File: config.mk
export PLATFORM = sky130hd
export DESIGN_NAME = conv_frame_sequencer
export DESIGN_NICKNAME = d
export VERILOG_FILES = /design/src/rtl/conv_frame_sequencer.sv
export SDC_FILE = /design/constraint.sdc
export NUM_CORES = 1
export LEC_CHECK = 0
export ABC_AREA = 1
export CAP_MARGIN = 20
export CORE_ASPECT_RATIO = 0.9
export CORE_MARGIN = 8
export CORE_UTILIZATION = 60
export DETAILED_ROUTE_END_ITERATION = 6
export DONT_BUFFER_PORTS = 1
export GPL_ROUTABILITY_DRIVEN = 0
export PLACE_DENSITY_LB_ADDON = 0.05
export RECOVER_POWER = 100
export REMOVE_ABC_BUFFERS = 1
export SYNTH_ARGS = -nofsm -noshare
export SYNTH_HDL_FRONTEND = slang
export SYNTH_SLANG_ARGS = --single-unit
File: constraint.sdc
create_clock -name clock -period 4.25 [get_ports clock]
set_input_delay 0.85 -clock clock [delete_from_list [all_inputs] [get_ports clock]]
set_output_delay 0.85 -clock clock [all_outputs]
set_load 0.02 [all_outputs]
File: src/rtl/conv_frame_sequencer.sv
// conv_frame_sequencer: walks one image frame through the convolution datapath.
// It buffers pixel words from the micro into frame memory and starts the conv core
// with the latched kernel. When the core finishes, it streams result words back
// one get strobe at a time.
// Optional build macro: CONV_TIMEOUT_EN adds a watchdog on the wait for conv completion.
module conv_frame_sequencer #(
    parameter int NB_DATA      = 24,
    parameter int NB_ADDR      = 10,
    parameter int FRAME_WORDS  = 1024,
    parameter int CONV_TIMEOUT = 65535
) (
    input  logic               clock,
    input  logic               reset,
    input  logic               i_load,
    input  logic [NB_DATA-1:0] i_pixel,
    input  logic               i_end_frame,
    input  logic [1:0]         i_kernel_sel,
    input  logic               i_get_frame,
    output logic               o_mem_wr_en,
    output logic [NB_ADDR-1:0] o_mem_wr_addr,
    output logic [NB_DATA-1:0] o_mem_wr_data,
    output logic               o_conv_start,
    output logic [1:0]         o_conv_kernel,
    input  logic               i_conv_done,
    output logic               o_mem_rd_en,
    output logic [NB_ADDR-1:0] o_mem_rd_addr,
    input  logic [NB_DATA-1:0] i_mem_rd_data,
    output logic [NB_DATA-1:0] o_frame_out,
    output logic               o_frame_valid,
    output logic               o_frame_ready,
    output logic               o_busy,
    output logic               o_error
);

    typedef enum logic [2:0] {
        IDLE,
        LOAD,
        CONV_START,
        CONV_WAIT,
        READOUT
    } state_t;

    // Counters need one extra bit so that a completely full frame (FRAME_WORDS) can be represented.
    localparam int CNT_W = NB_ADDR + 1;
    localparam logic [CNT_W-1:0] FRAME_MAX = CNT_W'(FRAME_WORDS);

    state_t           state;
    logic [CNT_W-1:0] wr_cnt;
    logic [CNT_W-1:0] rd_cnt;
    logic [CNT_W-1:0] frame_len;
    logic             rd_capture;
    logic             has_room;
    logic             rd_last;

`ifdef CONV_TIMEOUT_EN
    localparam int TO_W = $clog2(CONV_TIMEOUT + 1);
    logic [TO_W-1:0] timeout_cnt;
`endif

    assign has_room = (wr_cnt < FRAME_MAX);
    assign rd_last  = (rd_cnt == (frame_len - CNT_W'(1)));

    // Frame sequencing FSM; every output is driven from a register in this block.
    always_ff @(posedge clock or negedge reset) begin
        if (!reset) begin
            state         <= IDLE;
            wr_cnt        <= '0;
            rd_cnt        <= '0;
            frame_len     <= '0;
            rd_capture    <= 1'b0;
            o_mem_wr_en   <= 1'b0;
            o_mem_wr_addr <= '0;
            o_mem_wr_data <= '0;
            o_conv_start  <= 1'b0;
            o_conv_kernel <= '0;
            o_mem_rd_en   <= 1'b0;
            o_mem_rd_addr <= '0;
            o_frame_out   <= '0;
            o_frame_valid <= 1'b0;
            o_frame_ready <= 1'b0;
            o_busy        <= 1'b0;
            o_error       <= 1'b0;
`ifdef CONV_TIMEOUT_EN
            timeout_cnt   <= '0;
`endif
        end else begin
            o_mem_wr_en   <= 1'b0;
            o_conv_start  <= 1'b0;
            o_mem_rd_en   <= 1'b0;
            o_frame_valid <= 1'b0;

            case (state)
                IDLE: begin
                    if (i_load) begin
                        o_mem_wr_en   <= 1'b1;
                        o_mem_wr_addr <= '0;
                        o_mem_wr_data <= i_pixel;
                        wr_cnt        <= CNT_W'(1);
                        o_error       <= 1'b0;
                        o_busy        <= 1'b1;
                        state         <= LOAD;
                    end
                end

                LOAD: begin
                    if (i_load) begin
                        if (has_room) begin
                            o_mem_wr_en   <= 1'b1;
                            o_mem_wr_addr <= wr_cnt[NB_ADDR-1:0];
                            o_mem_wr_data <= i_pixel;
                            wr_cnt        <= wr_cnt + CNT_W'(1);
                        end else begin
                            o_error <= 1'b1;
                        end
                    end
                    if (i_end_frame) begin
                        frame_len     <= (i_load && has_room) ? (wr_cnt + CNT_W'(1)) : wr_cnt;
                        o_conv_kernel <= i_kernel_sel;
                        o_conv_start  <= 1'b1;
                        state         <= CONV_START;
                    end
                end

                CONV_START: begin
                    if (i_load || i_end_frame) begin
                        o_error <= 1'b1;
                    end
`ifdef CONV_TIMEOUT_EN
                    timeout_cnt <= '0;
`endif
                    state <= CONV_WAIT;
                end

                CONV_WAIT: begin
                    if (i_load || i_end_frame) begin
                        o_error <= 1'b1;
                    end
                    if (i_conv_done) begin
                        rd_cnt        <= '0;
                        rd_capture    <= 1'b0;
                        o_frame_ready <= 1'b1;
                        state         <= READOUT;
                    end
`ifdef CONV_TIMEOUT_EN
                    else if (timeout_cnt == TO_W'(CONV_TIMEOUT - 1)) begin
                        o_error <= 1'b1;
                        o_busy  <= 1'b0;
                        state   <= IDLE;
                    end else begin
                        timeout_cnt <= timeout_cnt + TO_W'(1);
                    end
`endif
                end

                READOUT: begin
                    if (i_load || i_end_frame) begin
                        o_error <= 1'b1;
                    end
                    if (rd_capture) begin
                        o_frame_out   <= i_mem_rd_data;
                        o_frame_valid <= 1'b1;
                        rd_capture    <= 1'b0;
                        if (rd_last) begin
                            o_frame_ready <= 1'b0;
                            o_busy        <= 1'b0;
                            state         <= IDLE;
                        end else begin
                            rd_cnt <= rd_cnt + CNT_W'(1);
                        end
                    end else if (o_mem_rd_en) begin
                        rd_capture <= 1'b1;
                    end else if (i_get_frame) begin
                        o_mem_rd_en   <= 1'b1;
                        o_mem_rd_addr <= rd_cnt[NB_ADDR-1:0];
                    end
                end

                default: begin
                    o_busy <= 1'b0;
                    state  <= IDLE;
                end
            endcase
        end
    end

endmodule

==> After elaboration in Yosys (flattened, before gate mapping) <==
Index checks and enable logic that the tools add are counted.
{ "word_totals": {"elab_cells": 107, "ff_bits": 114, "in_bits": 56} }
{ "op_classes": {"bitwise_logic": 3, "magnitude_cmp": 1, "reduce_logical": 18, "n_addsub": 3, "eq_ne": 15, "n_mux": 50} }
{ "op_table": {"columns": ["op", "count"], "rows": [
  ["two-way mux 11 bit", 7],
  ["two-way mux 24 bit", 3],
  ["one-hot mux 24 bit (2 select lines)", 1],
  ["one-hot mux 11 bit (2 select lines)", 2],
  ["two-way mux 10 bit", 3],
  ["adder 11 x 1 -> 11 bit (second input constant)", 2],
  ["two-way mux 1 bit", 22],
  ["one-hot mux 10 bit (2 select lines)", 1],
  ["AND reduction 4 bit", 5],
  ["inequality test 2 bit (second input constant)", 9],
  ["two-way mux 3 bit", 5],
  ["one-hot mux 3 bit (5 select lines)", 1],
  ["equality test 11 bit", 1],
  ["< comparator 11 bit (second input constant)", 1],
  ["subtractor 11 x 1 -> 11 bit (second input constant)", 1],
  ["AND reduction 5 bit", 2],
  ["equality test 3 x 2 -> 1 bit (second input constant)", 2],
  ["one-hot mux 1 bit (2 select lines)", 3],
  ["one-hot mux 1 bit (3 select lines)", 2],
  ["AND reduction 2 bit", 3],
  ["OR reduction 3 bit", 2],
  ["nonzero test 2 bit", 2],
  ["equality test 3 x 1 -> 1 bit (second input constant)", 1],
  ["equality test 3 bit (second input constant)", 1],
  ["other kinds (6)", 8]
]} }

==> Longest topological paths before layout <==
Gate-level depths: netlist of the first run.
{ "depth": {"ltp_word": 5, "mapped_depth": 16, "ltp_nobuf": 15} }

==> Least setup slack after synthesis of the first run <==
OpenSTA, ideal clock, no wires.
{ "synth_path": {"kind": "input -> register", "from": "in i_load", "to": "reg wr_cnt[1]", "t_arrival_ns": 1.754, "slack_ns": 2.363, "path_buffers": 2, "stages": 9, "t_required_ns": 4.117, "path_cell_list": "inv_2 > nor2_2 > inv_2 > nor2_4 > inv_2 > nand2_1 > buf_4 > buf_6 > o22ai_1"} }
{ "synth_between": {"elab_chain_len": 2, "word_cells_on_any_way": 3, "classes_between": "eq/ne: 2; reduce/logical: 1"} }
{ "synth_lines": {"columns": ["item", "line_no", "text"], "rows": [
  ["start: declaration", "14", "input logic i_load,"],
  ["inequality test 2 bit (no source line)", null, null],
  ["AND reduction 4 bit (no source line) *", null, null],
  ["end signal: assignment", "111", "wr_cnt <= wr_cnt + CNT_W'(1);"],
  ["end: declaration", "48", "logic [CNT_W-1:0] wr_cnt;"]
]} }
Every way passes the cells marked *; elsewhere a longest branch is shown, timed or not.
A chain may end at the register's enable or synchronous reset.

==> Final worst setup path of the first run <==
{ "layout_path": {"from": "reg state[2]", "to": "reg frame_len[3]"} }
{ "layout_between": {"elab_chain_len": 2} }
{ "layout_lines": {"columns": ["item", "line_no", "text"], "rows": [
  ["start: declaration", "47", "state_t state;"],
  ["start signal: assignment", "66", "state <= IDLE;"],
  ["start signal: assignment", "101", "state <= LOAD;"],
  ["start signal: assignment", "120", "state <= CONV_START;"],
  ["equality test 3 x 1 -> 1 bit", "92", "case (state)"],
  ["AND reduction 2 bit (no source line)", null, null],
  ["end signal: assignment", "117", "frame_len <= (i_load && has_room) ? (wr_cnt + CNT_W'(1)) : wr_cnt;"],
  ["end: declaration", "50", "logic [CNT_W-1:0] frame_len;"]
]} }
No other way between the ends.

==> summary.txt, run 1 <==
Synthesis
  – #FFs+latches synth: 114
  – Post-synthesis sequential area ratio: 0.5312
  – Post-synthesis cell count: 648
  – Synth top area share: 0.5312
  – Post-synth top cells: nand2_1 (266), dfrtp_1 (114), inv_1 (37)
  – Ys Warns: 0
  – Syn avg cell area: 8.287 µm²
  – Biggest area consumer among synthesized cells: dfrtp_1
  – Distinct cells, synth: 38
  – Post-synth EDFFs: 0
  – Async SR Flop Fraction: 1.000
  – Post-synthesis cell area: 0.005370 mm²
  – Most area-consuming cells after synthesis: dfrtp_1 (53%), nand2_1 (19%), inv_1 (2.6%), nand3_1 (2.5%), o21ai_0 (2.5%)
  – Most common cell in the netlist: nand2_1
  – Post-synth top flop: dfrtp_1

Timing
  – Skew final: 8.862 ps
  – RSZ-0062 raised after global routing: no
  – Max Freq: 0.3425 GHz
  – Fin crit period: 2920 ps
  – Final hold viol count: 0
  – Actual slew at the worst max-slew pin: 1095 ps
  – Slew Limit Headroom: 0.2673
  – Setup violations, final: 0
  – Setup TNS: 0 ps
  – Fin crit share: 0.6869
  – Slew Viols, Final: 0

Layout
  – Layout filler cell count: 712
  – Layout cells sized above 1: 0.09895
  – Area of the multi-input gates: 0.002117 mm²
  – Nets: 713
  – Layout area overhead: 11.14%
  – Seq. cell area: 0.002853 mm²
  – Antenna diode count: 0

Worst setup path
  – Startpoint types: register
  – Worst r2r dst: frame_len[3]
  – WP data required: 4670 ps
  – Critical Path Slowest Stage Cell: nor2_1
  – Largest delay share family, worst path: simple AND/OR/NAND/NOR gates
  – Critical path cell sequence: nor3_1, clkinv_1, nor2_1, inv_2, a21oi_1, o21ai_0, o21a_1
  – CP max stage delay: 870 ps
  – WS Path Type: register to register
  – Critical path data arrival time: 3340 ps
  – Crit-path max FO: 19
  – FF-to-FF path depth: 7
  – Reg2reg setup slack: 1330 ps
  – Critical Path End Type: register
  – Buf/Inv on CP: 2
  – Reg-to-Reg Start: state[2]

Worst hold path
  – Hold crit path type: primary input to asynchronous set/reset pin

Global route
  – GR peak layer: met2
  – GR Util met1: 0.2476
  – GRT Total Usage: 0.2144
  – First-pass GRT wire length: 20420 µm
  – Met2 Use GR: 0.3344
  – GRT overflow: 0
  – Largest net degree at the start of global routing: 74
  – GR Layer Usage met3: 0.1061
  – Number of global-route vias before repair: 4221
  – Antenna violations before repair: 0

CTS
  – Clk sinks: 114
  – Post-CTS setup buffers: 0
  – Clock Latency Late Sink: 540 ps
  – H-tree Lvls: 4
  – Root buffer cell: clkbuf_8
  – CTS Buf Count: 17
  – Clk slew on worst S/H paths: 60 ps
  – Hold Buf Count CTS: 3
  – Clock Path Buffers: 2
  – Post-cts resize count: 0
  – TritonCTS clock tree: yes

Drt
  – Routed WL per cell: 15.66 µm
  – 1st-iter DRT viols: 249
  – DRT Pass-1 Iters: 5
  – DR vias: 4142
  – Final WL: 12310 µm
  – DRC: 0
  – Antenna viol nets, final: 0
  – Drt via density: 5.270

Power and ir drop
  – VDD IR max: 0.0005040 V
  – Power per cell area: 778.6 mW/mm²
  – Power Total: 0.004647 W
  – Static Leak: 2.953 nW
  – Clock power frac: 0.291
  – Sequential power share: 0.454
  – NetSw: 0.001952 W
  – Combinational Power Share: 0.255
  – Switching share of power: 0.4201
  – Internal cell power: 0.002695 W

Placed design
  – IO Port Bufs: 0
  – Detailed placer's ending HPWL: 8476 µm

Floorplanning
  – Die area: 0.01224 mm²
  – I/O pins: 133
  – Placement Rows: 32
  – Core Area: 0.008648 mm²
  – Die height: 105.8 µm
  – Die width: 115.7 µm
  – Starting Density: 0.6209

Status
  – Outcome: finished, final reports clean

Run
  – Max_cap viols: 0
cells by family after synthesis:
kind of cell             after synthesis  synth area share
XOR/XNOR                              16           0.02609
adder cells (fa/ha/maj)                3          0.006990
AO/OA/AOI/OAI                         67           0.06990
buffers and inverters                 77           0.06454
AND/OR/NAND/NOR                      371            0.3013
flip-flops                           114            0.5312
sequential cells by signal, indices dropped and copies added (netlist names):
signal / count
o_frame_valid: 1
o_frame_out: 24
o_mem_wr_addr: 10
o_mem_rd_en: 1
frame_len: 11
rd_capture: 1
rd_cnt: 11
o_conv_kernel: 2
state: 3
o_busy: 1
o_mem_wr_data: 24
o_frame_ready: 1
o_error: 1
o_mem_rd_addr: 10
wr_cnt: 11
o_mem_wr_en: 1
o_conv_start: 1
stage by stage:
stage	cells	setup WS [ps]	cell area, µm²	hold slack [ps]	utilization
after floorplan	629	1240	5241	471.9	-
after global placement	749	1653	5398	494.9	0.6241
after detailed placement	749	1536	5398	513.3	0.6241
after CTS	784	1947	6008	1.413	0.6947
after global routing	786	1037	5968	227.4	0.6901
final	786	1330	5968	189.6	0.6901
power by group through the flow:
stage	combinational (W)	clock, W	sequential, W
2_1_floorplan	0.000970	0	0.00202
3_3_place_gp	0.00115	0	0.00213
3_5_place_dp	0.00120	0	0.00213
4_1_cts	0.00123	0.00136	0.00212
5_1_grt	0.00139	0.00140	0.00216
6_report	0.00118	0.00135	0.00211
worst max-delay path by stage:
stage               start            to  slack (ps)  cells after the start
2_1_floorplan      i_load     wr_cnt[0]        1240                      9
3_3_place_gp       i_load     wr_cnt[0]        1650                      9
3_5_place_dp       i_load     wr_cnt[0]        1540                      9
4_1_cts        wr_cnt[10]     wr_cnt[0]        1950                      8
5_1_grt          state[2]  frame_len[3]        1040                      7
6_report         state[2]  frame_len[3]        1330                      7
layout by cell type, fill, tap and decap left out, types with 11 or more instances in the layout:
cell type	instances
a21oi_1	11
clkbuf_16	16
dfrtp_1	114
inv_1	42
inv_2	15
nand2_1	266
nand3_1	28
nand4_1	13
nor2_1	37
o21ai_0	34
xor2_1	12
worst reg2reg max path: cells and delay by family (launching register included):
family / cells / cell delay (ps)
flops: 1 / 440
buf+inv: 2 / 480
compound gates: 3 / 420
simple gates: 2 / 1470
per-layer routing:
layer / vias up / wire (µm)
met2: 121 / 5798
met4: 0 / 164
met3: 13 / 1145
met5: - / 0
li1: 2065 / -
met1: 1943 / 5201
layout make-up:
class / instances / area share
multi-input combinational: 457 / 0.3547
inverter: 58 / 0.03648
sequential: 114 / 0.4780
timing repair buffer: 6 / 0.01153
tap: 119 / 0.02495
clock inverter: 9 / 0.01782
clock buffer: 23 / 0.07652
No activity file was read; power rests on OpenSTA's default activity.
==> run 2, diff against run 1 <==
==> constraint.sdc (replaced) <==
create_clock -name clock -period 3 [get_ports clock]
set_input_delay 0.6 -clock clock [delete_from_list [all_inputs] [get_ports clock]]
set_output_delay 0.6 -clock clock [all_outputs]
set_load 0.02 [all_outputs]
==> summary.txt, run 2 (synthesis results as in run 1) <==
CTS
  – Clk sinks: 114 (unchanged)
  – H-tree Lvls: 4 (unchanged)
  – Root buffer cell: clkbuf_8
  – Clock Latency Late Sink: 510 ps (-30 ps)
  – Clock Path Buffers: 2 (unchanged)
  – Clk slew on worst S/H paths: 60 ps (about the same)
  – CTS Buf Count: 17 (unchanged)
  – TritonCTS clock tree: yes

Worst setup path
  – Critical path data arrival time: 2890 ps (-450 ps)
  – WP data required: 3400 ps (-1270 ps)
  – WS Path Type: register to register
  – Critical Path End Type: register
  – Startpoint types: register
  – Crit-path max FO: 19 (unchanged)

Global route
  – GR Layer Usage met3: 0.07929 (-0.02681)
  – Antenna violations before repair: 0 (unchanged)
  – GRT Total Usage: 0.2032 (-0.01121)
  – GR Util met1: 0.2510 (+0.003419)
  – Number of global-route vias before repair: 3993 (-5.4%)
  – GR peak layer: met2
  – GRT overflow: 0 (unchanged)
  – Met2 Use GR: 0.3149 (-0.01950)
  – Largest net degree at the start of global routing: 115 (+55%)
  – First-pass GRT wire length: 19690 µm (-3.6%)

Timing
  – RSZ-0062 raised after global routing: no
  – Slew Limit Headroom: 0.2438 (-0.02351)
  – Skew final: 8.906 ps (+0.04408 ps)
  – Final hold viol count: 114 (+114)
  – Fin crit period: 2490 ps (-429.9 ps)
  – Max Freq: 0.4017 GHz (+17%)
  – Slew Viols, Final: 0 (unchanged)
  – Actual slew at the worst max-slew pin: 1130 ps (+35.13 ps)
  – Setup TNS: 0 ps (unchanged)
  – Setup WS post-layout: 510.4 ps (-820.1 ps)
  – Fin crit share: 0.8299 (+0.1429)
  – Minimum hold slack: -226.5 ps (-416.1 ps)
  – Setup violations, final: 0 (unchanged)

Layout
  – Fin util: 0.6907 (about the same)
  – Layout filler cell count: 690 (-3.1%)
  – Nets: 709 (-0.56%)
  – Antenna diode count: 0 (unchanged)
  – Most common cell after layout, fill and taps aside: nand2_1
  – Area of the multi-input gates: 0.002150 mm² (+1.5%)
  – Most frequent cells in the layout: nand2_1 (268), dfrtp_1 (114), inv_1 (44)
  – Seq. cell area: 0.002853 mm² (unchanged)
  – Layout cells sized above 1: 0.1057 (+0.006790)
  – Layout area overhead: 11.23% (about the same)
  – Regs by FF count: o_frame_out: 24 flops, o_mem_wr_data: 24 flops
  – Post-route cell area: 0.005973 mm² (about the same)

Placed design
  – DP Area: 0.005405 mm² (+0.14%)
  – IO Port Bufs: 0 (unchanged)
  – Place WS: 758.0 ps (-778.0 ps)
  – Detailed placer's ending HPWL: 8713 µm (+2.8%)

Run
  – Max_cap viols: 0 (unchanged)

Floorplanning
  – Die width: 115.7 µm (unchanged)
  – Placement Rows: 32 (unchanged)
  – I/O pins: 133 (unchanged)
  – Die height: 105.8 µm (unchanged)
  – Die area: 0.01224 mm² (unchanged)
  – Starting Density: 0.6209 (unchanged)
  – Core Area: 0.008648 mm² (unchanged)

Drt
  – 1st-iter DRT viols: 309 (+24%)
  – DRT Pass-1 Iters: 5 (unchanged)
  – DRC: 0 (unchanged)
  – DR vias: 4149 (+0.17%)
  – Drt via density: 5.312 (+0.81%)
  – Antenna viol nets, final: 0 (unchanged)
  – Routed WL per cell: 15.52 µm (-0.91%)
  – Final WL: 12120 µm (-1.5%)

Status
  – Outcome: finished, violations left
  – Violated checks: hold timing

Worst hold path
  – Hold crit path type: primary input to asynchronous set/reset pin

Power and ir drop
  – Static Leak: 2.970 nW (+0.58%)
  – VDD IR max: 0.0006207 V (+23%)
  – Power per cell area: 1116 mW/mm² (+43%)
## run 2: final timing paths
path | cells after the start | slack [ps] | to | startpoint
worst max-delay path | 7 | 510 | frame_len[3] | state[2]
worst min-delay path | 0 | -230 | o_mem_wr_addr[4] | reset
worst max register to register | 7 | 510 | frame_len[3] | state[2]
worst min register to register | 2 | 520 | frame_len[10] | frame_len[10]
max in group asynchronous | 0 | 3060 | rd_cnt[7] | reset
min in group clock | 2 | 200 | o_mem_wr_data[20] | i_pixel[20]
## run 2: layout make-up
class                   count  area share
clock buffers              17     0.06933
well taps                 119     0.02493
clock inverters            14     0.02974
multi-input cells         457      0.3599
repair buffers              2    0.002095
flip-flops and latches    114      0.4776
inverters                  58     0.03645
## run 2: worst max-delay path, stage by stage (launching register included)
cell	delay, ps
dfrtp_1	460
nor3_4	310
inv_2	100
nor2_1	860
inv_2	260
a21oi_1	190
o21ai_0	100
o21a_1	100
## run 2: where the power goes
part / switching, W / internal [W] / total [W]
Sequential: 0.000937 / 0.00205 / 0.00299
Combinational: 0.00112 / 0.000545 / 0.00167
Clock: 0.000737 / 0.00127 / 0.00201
## run 2: stage by stage
| stage | instances | total power [W] |
|---|---|---|
| after global routing | 781 | 0.007071 |
| final | 781 | 0.006664 |
| after CTS | 781 | 0.006745 |
| after floorplan | 629 | 0.004236 |
| after global placement | 750 | 0.004647 |
| after detailed placement | 750 | 0.004721 |
## run 2: timing repair
item / 4_1_cts / 5_1_grt
gates resized for setup: 0 / 0
hold endpoints to repair: 114 / 114
setup buffers: 0 / 0
## run 2: layer usage
layer	vias to the layer above	share of wire
met5	-	0
met4	0	0.015
met3	20	0.080
met2	121	0.47
met1	1959	0.44
li1	2049	-
